## config.mk

```make
export PLATFORM = sky130hd
export DESIGN_NAME = lsu_dm
export DESIGN_NICKNAME = d
export VERILOG_FILES = /design/src/rtl/lsu_dm.sv
export SDC_FILE = /design/constraint.sdc
export NUM_CORES = 1
export LEC_CHECK = 0
export ABC_AREA = 1
export BUFFER_PORTS_ARGS = -buffer_cell sky130_fd_sc_hd__clkbuf_2
export CORE_MARGIN = 1
export CORE_UTILIZATION = 26
export CTS_CLUSTER_DIAMETER = 30
export DETAILED_ROUTE_END_ITERATION = 10
export GPL_TIMING_DRIVEN = 0
export PLACE_DENSITY = 0.55
export SYNTH_ARGS = -nofsm -noshare
export SYNTH_HDL_FRONTEND = slang
export SYNTH_SLANG_ARGS = --single-unit
```

## constraint.sdc

```tcl
create_clock -name clk -period 2.8 [get_ports clk]
set_input_delay 0.14 -clock clk [delete_from_list [all_inputs] [get_ports clk]]
set_output_delay 0.14 -clock clk [all_outputs]
set_load 0.02 [all_outputs]
```

## src/rtl/lsu_dm.sv

```systemverilog
// Load/store unit between the RV32I execute stage and a word-organised data
// memory with asynchronous read and a synchronous write.
// Ports:
//   clk, rst_n                      clock, synchronous active-low reset
//   req_valid/req_ready             request handshake (one request in flight)
//   req_we, req_funct3, req_addr,
//   req_wdata                       byte-addressed load/store request
//   resp_valid, resp_err,
//   resp_rdata                      one-cycle completion pulse, error, load data
//   dm_we, dm_addres, dm_wd, dm_rd  word port of the data memory
module lsu_dm #(
    parameter int unsigned ADDR_W = 16
) (
    input  logic              clk,
    input  logic              rst_n,
    input  logic              req_valid,
    output logic              req_ready,
    input  logic              req_we,
    input  logic [2:0]        req_funct3,
    input  logic [31:0]       req_addr,
    input  logic [31:0]       req_wdata,
    output logic              resp_valid,
    output logic              resp_err,
    output logic [31:0]       resp_rdata,
    output logic              dm_we,
    output logic [ADDR_W-1:0] dm_addres,
    output logic [31:0]       dm_wd,
    input  logic [31:0]       dm_rd
);

    localparam int unsigned DATA_W = 32;

    localparam logic [2:0] S_IDLE      = 3'd0;
    localparam logic [2:0] S_LOAD      = 3'd1;
    localparam logic [2:0] S_WRITE     = 3'd2;
    localparam logic [2:0] S_RMW_READ  = 3'd3;
    localparam logic [2:0] S_RMW_WRITE = 3'd4;
    localparam logic [2:0] S_RESP      = 3'd5;

    localparam logic [2:0] F3_B  = 3'b000;
    localparam logic [2:0] F3_H  = 3'b001;
    localparam logic [2:0] F3_W  = 3'b010;
    localparam logic [2:0] F3_BU = 3'b100;
    localparam logic [2:0] F3_HU = 3'b101;

    logic [2:0]        state_q, state_d;
    logic [2:0]        funct3_q, funct3_d;
    logic [1:0]        off_q, off_d;
    logic [ADDR_W-1:0] idx_q, idx_d;
    logic [DATA_W-1:0] wdata_q, wdata_d;
    logic [DATA_W-1:0] buf_q, buf_d;
    logic [DATA_W-1:0] rdata_q, rdata_d;
    logic              err_q, err_d;

    logic              accept;
    logic              req_legal;
    logic              req_misal;
    logic              req_err;
    logic [7:0]        ld_byte;
    logic [15:0]       ld_half;
    logic [DATA_W-1:0] ld_value;
    logic [DATA_W-1:0] merged;

    // Bits above the word index are deliberately ignored (address aliasing).
    logic unused_addr;
    assign unused_addr = ^req_addr;

    assign accept = (state_q == S_IDLE) && req_valid;

    // Request legality and alignment, evaluated on the raw request.
    always_comb begin
        req_legal = 1'b0;
        req_misal = 1'b0;
        if (req_we) begin
            req_legal = (req_funct3 == F3_B) || (req_funct3 == F3_H) || (req_funct3 == F3_W);
        end else begin
            req_legal = (req_funct3 == F3_B) || (req_funct3 == F3_H) || (req_funct3 == F3_W)
                     || (req_funct3 == F3_BU) || (req_funct3 == F3_HU);
        end
        if (req_funct3[1:0] == 2'b01) begin
            req_misal = req_addr[0];
        end else if (req_funct3[1:0] == 2'b10) begin
            req_misal = (req_addr[1:0] != 2'b00);
        end
        req_err = !req_legal || req_misal;
    end

    // Lane extraction and sign/zero extension of the memory read word.
    always_comb begin
        ld_byte  = dm_rd[{off_q, 3'b000} +: 8];
        ld_half  = dm_rd[{off_q[1], 4'b0000} +: 16];
        ld_value = '0;
        case (funct3_q)
            F3_B:    ld_value = {{24{ld_byte[7]}}, ld_byte};
            F3_BU:   ld_value = {24'h000000, ld_byte};
            F3_H:    ld_value = {{16{ld_half[15]}}, ld_half};
            F3_HU:   ld_value = {16'h0000, ld_half};
            F3_W:    ld_value = dm_rd;
            default: ld_value = '0;
        endcase
    end

    // Sub-word store merge into the word captured during RMW_READ.
    always_comb begin
        merged = buf_q;
        if (funct3_q == F3_B) begin
            merged[{off_q, 3'b000} +: 8] = wdata_q[7:0];
        end else begin
            merged[{off_q[1], 4'b0000} +: 16] = wdata_q[15:0];
        end
    end

    // Next-state and register-update logic.
    always_comb begin
        state_d  = state_q;
        funct3_d = funct3_q;
        off_d    = off_q;
        idx_d    = idx_q;
        wdata_d  = wdata_q;
        buf_d    = buf_q;
        rdata_d  = rdata_q;
        err_d    = err_q;
        case (state_q)
            S_IDLE: begin
                if (accept) begin
                    funct3_d = req_funct3;
                    off_d    = req_addr[1:0];
                    idx_d    = req_addr[ADDR_W+1:2];
                    wdata_d  = req_wdata;
                    err_d    = req_err;
                    if (req_we || req_err) begin
                        rdata_d = '0;
                    end
                    if (req_err) begin
                        state_d = S_RESP;
                    end else if (!req_we) begin
                        state_d = S_LOAD;
                    end else if (req_funct3 == F3_W) begin
                        state_d = S_WRITE;
                    end else begin
                        state_d = S_RMW_READ;
                    end
                end
            end
            S_LOAD: begin
                rdata_d = ld_value;
                state_d = S_RESP;
            end
            S_WRITE: begin
                state_d = S_RESP;
            end
            S_RMW_READ: begin
                buf_d   = dm_rd;
                state_d = S_RMW_WRITE;
            end
            S_RMW_WRITE: begin
                state_d = S_RESP;
            end
            S_RESP: begin
                state_d = S_IDLE;
            end
            default: begin
                state_d = S_IDLE;
            end
        endcase
    end

    // State and datapath registers with synchronous reset.
    always_ff @(posedge clk) begin
        if (!rst_n) begin
            state_q  <= S_IDLE;
            funct3_q <= '0;
            off_q    <= '0;
            idx_q    <= '0;
            wdata_q  <= '0;
            buf_q    <= '0;
            rdata_q  <= '0;
            err_q    <= 1'b0;
        end else begin
            state_q  <= state_d;
            funct3_q <= funct3_d;
            off_q    <= off_d;
            idx_q    <= idx_d;
            wdata_q  <= wdata_d;
            buf_q    <= buf_d;
            rdata_q  <= rdata_d;
            err_q    <= err_d;
        end
    end

    assign req_ready  = (state_q == S_IDLE);
    assign resp_valid = (state_q == S_RESP);
    assign resp_err   = (state_q == S_RESP) && err_q;
    assign resp_rdata = rdata_q;

    // rst_n gates the write strobe so a reset edge can never commit a write.
    assign dm_we     = ((state_q == S_WRITE) || (state_q == S_RMW_WRITE)) && rst_n;
    assign dm_addres = (state_q == S_IDLE) ? '0 : idx_q;

    always_comb begin
        dm_wd = '0;
        if (state_q == S_WRITE) begin
            dm_wd = wdata_q;
        end else if (state_q == S_RMW_WRITE) begin
            dm_wd = merged;
        end
    end

endmodule

```

# Word level (Yosys, flattened, before mapping)
# Index checks and enable logic that the tools add are counted.
word_totals:
  register_bits: 121
  inputBits: 103
  out_inout_bits: 84
  wordCells: 70
classes:
  addsub: 2
  eq_ne: 17
  shifts: 6
  muxes: 18
  reduce_logical: 19
ops:
  columns: ["cell", "count"]
  rows:
  - ["two-way mux 32 bit", 5]
  - ["one-hot mux 32 bit (5 select lines)", 1]
  - ["bitwise mux 32 bit", 2]
  - ["one-hot mux 32 bit (2 select lines)", 1]
  - ["variable shift 16 x 7 -> 32 bit, first input constant", 1]
  - ["variable shift 8 x 7 -> 32 bit, first input constant", 1]
  - ["indexed part select 16 x 7 -> 32 bit", 1]
  - ["indexed part select 32 x 6 -> 16 bit", 1]
  - ["indexed part select 32 x 6 -> 8 bit", 1]
  - ["indexed part select 8 x 7 -> 32 bit", 1]
  - ["== test 3 bit, second input constant", 6]
  - ["two-way mux 16 bit", 1]
  - ["negator 5 -> 7 bit", 2]
  - ["== test 3 x 2 -> 1 bit, second input constant", 4]
  - ["== test 3 x 1 -> 1 bit, second input constant", 3]
  - ["zero test 3 bit", 3]
  - ["one-hot mux 3 bit (3 select lines)", 1]
  - ["logical OR 1 bit", 7]
  - ["two-way mux 3 bit", 2]
  - ["two-way mux 1 bit", 4]
  - ["inequality test 2 x 1 -> 1 bit, second input constant", 2]
  - ["nonzero test 2 bit", 2]
  - ["logical AND 1 bit", 3]
  - ["AND reduction 3 bit", 1]
  - ["6 further kinds", 6]

# Logic depth before layout (Yosys ltp)
# Gate-level depths: netlist of run 1.
depth:
  ltp_word: 12
  depth_mapped: 13
  ltp_nobuf: 10

# Worst setup path before layout of run 1
# OpenSTA, ideal clock, no wires.
synth_timing:
  path_kind: "register to output"
  startpoint: "register off_q[1]"
  endpoint: "output dm_wd[27]"
  arrival_ns: 2.151
  required_time_ns: 2.660
  setup_slack_ns: 0.509
  stages_incl_launch_ff: 14
  path_buffers: 6
  cell_sequence: "dfxtp_1 > buf_4 > inv_2 > buf_6 > buf_2 > buf_2 > ha_1 > buf_2 > inv_1 > buf_2 > nand3_1 > o221ai_1 > nand4_1 > o21ai_0"
synth_via:
  elab_chain_len: 6
  word_cells_on_any_way: 11
  cone_classes: "add/sub: 2; shift: 4; mux: 5"
synth_rtl:
  columns: ["item", "line", "rtl"]
  rows:
  - ["from (decl)", "48", "logic [1:0] off_q, off_d;"]
  - ["from (signal assigned)", "173", "off_q <= '0;"]
  - ["from (signal assigned)", "182", "off_q <= off_d;"]
  - ["negator 5 -> 7 bit, on equally long branches", "109, 107", null]
  - ["indexed part select 16 x 7 -> 32 bit, or another cell as far along", "109", "merged[{off_q[1], 4'b0000} +: 16] = wdata_q[15:0];"]
  - ["bitwise mux 32 bit, on equally long branches", "109, 107", null]
  - ["two-way mux 32 bit *", "106", "if (funct3_q == F3_B) begin"]
  - ["two-way mux 32 bit *", "204", "end else if (state_q == S_RMW_WRITE) begin"]
  - ["two-way mux 32 bit *", "202", "if (state_q == S_WRITE) begin"]
  - ["to (decl)", "27", "output logic [31:0] dm_wd,"]
# Every way passes the cells marked *; elsewhere a longest branch is shown, timed or not.

# Worst setup path after layout of run 1
layout_timing:
  startpoint: "register off_q[1]"
  endpoint: "output dm_wd[17]"
# The elaborated chain is that of the path after synthesis.

==> results of run 1 <==
[cell families after synthesis]
group,after synthesis,share of synthesized area (%)
compound gates,326,26.7
fa+ha+maj,5,0.965
buf+inv,183,12.0
flops,121,37.4
simple gates,332,22.9
[layout make-up]
cell class	instances	area, um2
Buffer	71	374
Inverter	108	408
Tap cell	324	405
Fill cell	2735	15800
Sequential cell	121	2420
Multi-Input combinational cell	663	3330
Clock inverter	12	198
Timing Repair Buffer	191	1060
Clock buffer	20	437
[path summary, 6_finish.rpt]
kind / cells past startpoint / to / slack, ns / startpoint
setup / recovery: 9 / dm_wd[17] / 0.10 / off_q[1]
setup reg to reg: 8 / resp_rdata[4] / 1.05 / off_q[1]
hold reg to reg: 2 / wdata_q[28] / 0.45 / wdata_q[28]
hold / removal: 3 / idx_q[10] / 0.003 / req_addr[12]
[cell usage after synthesis]
library cell | instances | area (um2)
nor3_2 | 2 | 20.0
o221ai_1 | 14 | 123
o21ai_1 | 11 | 55.1
a211oi_1 | 1 | 7.51
and3_1 | 1 | 6.26
buf_4 | 1 | 7.51
o22ai_1 | 7 | 43.8
buf_6 | 7 | 78.8
clkinv_1 | 1 | 3.75
nand3b_1 | 1 | 7.51
o21ai_0 | 138 | 691
nor3_1 | 4 | 20.0
nand3_1 | 71 | 355
nand2_1 | 193 | 724
nand2_2 | 4 | 25.0
and2_1 | 1 | 6.26
dfxtp_1 | 121 | 2420
ha_1 | 5 | 62.6
inv_2 | 9 | 33.8
nor2_4 | 4 | 45.0
clkbuf_1 | 32 | 120
nor4_1 | 1 | 6.26
a21oi_1 | 140 | 701
nand2_4 | 1 | 11.3
buf_2 | 29 | 145
buf_1 | 6 | 22.5
nor3_4 | 1 | 16.3
or2_2 | 1 | 6.26
o211ai_1 | 15 | 113
nor2_1 | 23 | 86.3
inv_1 | 98 | 368
nand4_1 | 24 | 150
[metal layers]
layer	global-route usage, %	part of all wire, %
met1	26.6	45
met2	32.9	47
met3	3.04	5.0
met4	8.35	2.8
met5	0	0
[registers in the layout (all words and copies together) (netlist names)]
name and flops:
buf_q 32, resp_rdata 32, wdata_q 32, idx_q 16, funct3_q 3, state_q 3, off_q 2, err_q 1
[where the power goes]
part / leakage (nW) / internal [mW] / switching, mW
sequential: 0.989 / 1.98 / 0.146
clock: 0.304 / 1.58 / 0.842
combinational: 2.29 / 0.938 / 1.98
[what timing repair did]
action                                  4_1_cts  5_1_grt
endpoints found under the hold margin        19        0
pin swaps                                     0        4
hold buffers                                 19        0
resized for setup                             6       27
endpoints found under the setup margin       32       24
[worst min-delay path: stages]
cell and delay (ns):
clkbuf_2 0.07, o21ai_0 0.07, a21oi_1 0.11
[metrics by stage]
step	TNS, ns	instance area (um2)
floorplan	0	6480
global placement	-0.264	7750
detailed placement	-0.316	7750
CTS	0	8570
global route	-0.0454	8640
finish	0	8640
==> impl_metrics.ini, run 1 <==
[status]
status = finished clean

[detailed_routing]
wl_per_cell_um = 17.0
totalWireLength_um = 25600
drc = 0
drt_iter0_drc = 530
drt-pass1-iter-count = 5
vias_per_cell = 4.89
vias = 7387
ant_nets = 0

[logic_synthesis]
synth-seq-cells = 121
ys_seq_area_share_pct = 37.4
netlist_instances = 967
synth_cell_type_count = 32
yosysWarnings = 0
synth_fp_nets = 1075
syn_area_um2 = 6480
avgSynthCellArea_um2 = 6.70

[die]
core_um2 = 24400
start_util_pct = 26.6
rows = 57
die_w_um = 160
pin_count = 187
dieArea_um2 = 25600
chipHeight_um = 160

[timing]
hold_viol_final = 0
min_period_over_period_pct = 96.4
slew_viol_final = 0
rsz0062_at_grt = yes
tightest_slew_ns = 0.613
setup_viol = 0
final.setup.worst_slack_ns = 0.101
fmax_mhz = 371
holdWs_ns = 0.00304
period_needed_ns = 2.70
clock_skew_ns = 0.00933
slew-limit-headroom_pct = 58.9

[clock_tree]
cts_max_level = 4
cts_buffers = 17
clock_path_buffers = 2
insertion_delay_ns = 0.42
cts.root.buffer_cell = clkbuf_16
cts.sinks = 121
tritoncts = done
clk_pin_slew_ns = 0.06
post_cts_buffers = 0

[placed_design]
post-place-ws_ns = -0.110
port_buffers = 172
dp.cells = 1463
place.gp.congestion = 0.967
dp_hpwl_um = 20100

[global_route]
overflow = 0
grt_pass1_vias = 6997
track_usage_pct = 20.2
antenna_found_initial = 0
grt_max_degree = 31
grt_pass1_wl_um = 39600

[cells_and_area]
fin_cells = 1510
antenna_cells = 0
layout_common_cells = nand2_1, clkbuf_2, a21oi_1
final_common_cell = nand2_1
synthToLayoutAreaGrowth_pct = 33.2
fin_util_pct = 35.4
fin_nets = 1281
drive_above_1_share_pct = 22.9

[worst_setup_path]
crit_type = reg2out
path_cells = buf_6 -> inv_2 -> buf_8 -> ha_2 -> nand3_2 -> o221ai_1 -> nand4_1 -> o21ai_0 -> clkbuf_2
critical_path_arrival_ns = 2.56
crit_path_max_incr_delay_ns = 0.40
cp_max_fo = 30
worst_setup_path_start_kind = register
required_ns = 2.66
crit_buf_inv = 4
worst_setup_path_end_kind = primary output
worst_path_max_delay_cell = ha_2
crit_family = buffers and inverters

[power]
design_power_total_mw = 7.46
ir_worst_vdd_mv = 0.332
power_density_nw_per_um2 = 863
leakagePower_nw = 3.59

[min_path]
worstHoldPathType = in2reg

[flow_run]
maxCapViolCount = 0
Power figures use the tool's default switching activity.
==> run 2, diff against run 1 <==
==> constraint.sdc (replaced) <==
create_clock -name clk -period 3.2 [get_ports clk]
set_input_delay 0.16 -clock clk [delete_from_list [all_inputs] [get_ports clk]]
set_output_delay 0.16 -clock clk [all_outputs]
set_load 0.02 [all_outputs]
==> impl_metrics.ini, run 2 (synthesis results as in run 1) <==
[status]
status = finished clean

[clock_tree]
clk_pin_slew_ns = 0.06
cts.sinks = 121
clock_path_buffers = 2
cts_buffers = 17
cts.root.buffer_cell = clkbuf_16
insertion_delay_ns = 0.43
cts_max_level = 4
tritoncts = done

[cells_and_area]
synthToLayoutAreaGrowth_pct = 29.7
fill_cells = 2747
drive_above_1_share_pct = 22.2
fin_util_pct = 34.5
antenna_cells = 0
layout_common_cells = nand2_1, clkbuf_2, a21oi_1
fin_nets = 1266
final_common_cell = nand2_1

[worst_setup_path]
crit_path_max_incr_delay_ns = 0.35
critical_path_arrival_ns = 2.84
worst_setup_path_start_kind = register
ff2ff_setup_slack_ns = 1.41
r2r-end = resp_rdata[5]
required_ns = 3.04
rr_worst_depth = 8
path_cells = inv_1 -> ha_1 -> buf_1 -> nand3_1 -> o221ai_1 -> nand4_1 -> o21ai_0 -> clkbuf_2
worst_path_max_delay_cell = dfxtp_1
worst_setup_path_end_kind = primary output
crit_type = reg2out
cp_max_fo = 9
r2r-start = off_q[1]

[timing]
rsz0062_at_grt = no
clock_skew_ns = 0.00943
period_needed_ns = 3.00
hold_viol_final = 0
setup_tns_ns = 0
setup_viol = 0
slew-limit-headroom_pct = 56.3
slew_viol_final = 0
tightest_slew_ns = 0.652
holdWs_ns = 0.00207
fmax_mhz = 333
min_period_over_period_pct = 93.9

[placed_design]
place.gp.congestion = 0.967
dp_hpwl_um = 20100
port_buffers = 172

[die]
die_w_um = 160
core_um2 = 24400
dieArea_um2 = 25600
chipHeight_um = 160
pin_count = 187
start_util_pct = 26.6
rows = 57

[detailed_routing]
wl_per_cell_um = 17.1
ant_nets = 0
drt_iter0_drc = 549
drc = 0
vias = 7317
totalWireLength_um = 25600
vias_per_cell = 4.89
drt-pass1-iter-count = 5

[power]
power_density_nw_per_um2 = 770
leakagePower_nw = 3.51
ir_worst_vdd_mv = 0.298

[global_route]
antenna_found_initial = 0
grt_pass1_wl_um = 39400
grt_max_degree = 22
track_usage_pct = 20.1
grt_pass1_vias = 6923
overflow = 0

[min_path]
worstHoldPathType = in2reg
hp-start = req_wdata[29]
whs_endpoint = wdata_q[29]
hold_depth = 3

[flow_run]
maxCapViolCount = 0
run 2: worst max-delay path by stage:
| stage | end | from | slack, ns |
|---|---|---|---|
| 4_1_cts | dm_wd[7] | off_q[1] | 0.08 |
| 3_5_place_dp | dm_wd[9] | off_q[1] | 0.27 |
| 5_1_grt | dm_wd[17] | off_q[0] | 0.06 |
| 3_3_place_gp | dm_wd[9] | off_q[1] | 0.29 |
| 2_1_floorplan | dm_wd[27] | off_q[1] | 0.89 |
| 6_report | dm_wd[17] | off_q[0] | 0.20 |
run 2: layer usage:
metal,share of wire (%),wire [um],track usage (%),up-vias
li1,-,-,-,3642
met1,45,11500,26.4,3407
met2,47,12100,32.8,228
met3,5.2,1330,3.58,40
met4,2.7,689,7.66,0
met5,0,0,0,-
run 2: critical path, delay by kind of cell (launching register included):
family	cells	cell delay (ns)
buf+inv	3	0.85
simple gates	2	0.57
compound gates	2	0.43
flops	1	0.35
fa+ha+maj	1	0.20
run 2: per-stage QoR:
step	total power [mW]	instance area, um2	std cells	setup slack (ns)
2_1_floorplan	3.56	6480	967	0.889
3_3_place_gp	4.36	7750	1463	0.290
3_5_place_dp	4.37	7750	1463	0.270
4_1_cts	6.50	8410	1496	0.0798
5_1_grt	6.86	8410	1495	0.0557
6_report	6.48	8410	1495	0.196
run 2: timing repair:
item	CTS	global route
hold buffers	3	0
pin swaps	0	0
gates resized for setup	2	1
endpoints found under the setup margin	17	23
endpoints found under the hold margin	3	0
buffers inserted	0	0
run 2: cell type report:
cell class                 count  area, um2  share of cell area, %
timing repair buffer         175        891                   10.6
clock buffer                  20        437                   5.19
tap                          324        405                   4.82
inverter                     108        405                   4.82
sequential                   121       2420                   28.8
buffer                        72        363                   4.32
multi-input combinational    663       3290                   39.1
clock inverter                12        198                   2.35
run 2: report_power, final:
part | total (mW) | switching (mW) | internal, mW | leakage [nW]
sequential | 1.86 | 0.127 | 1.73 | 0.989
combinational | 2.50 | 1.72 | 0.783 | 2.22
clock | 2.12 | 0.742 | 1.38 | 0.304
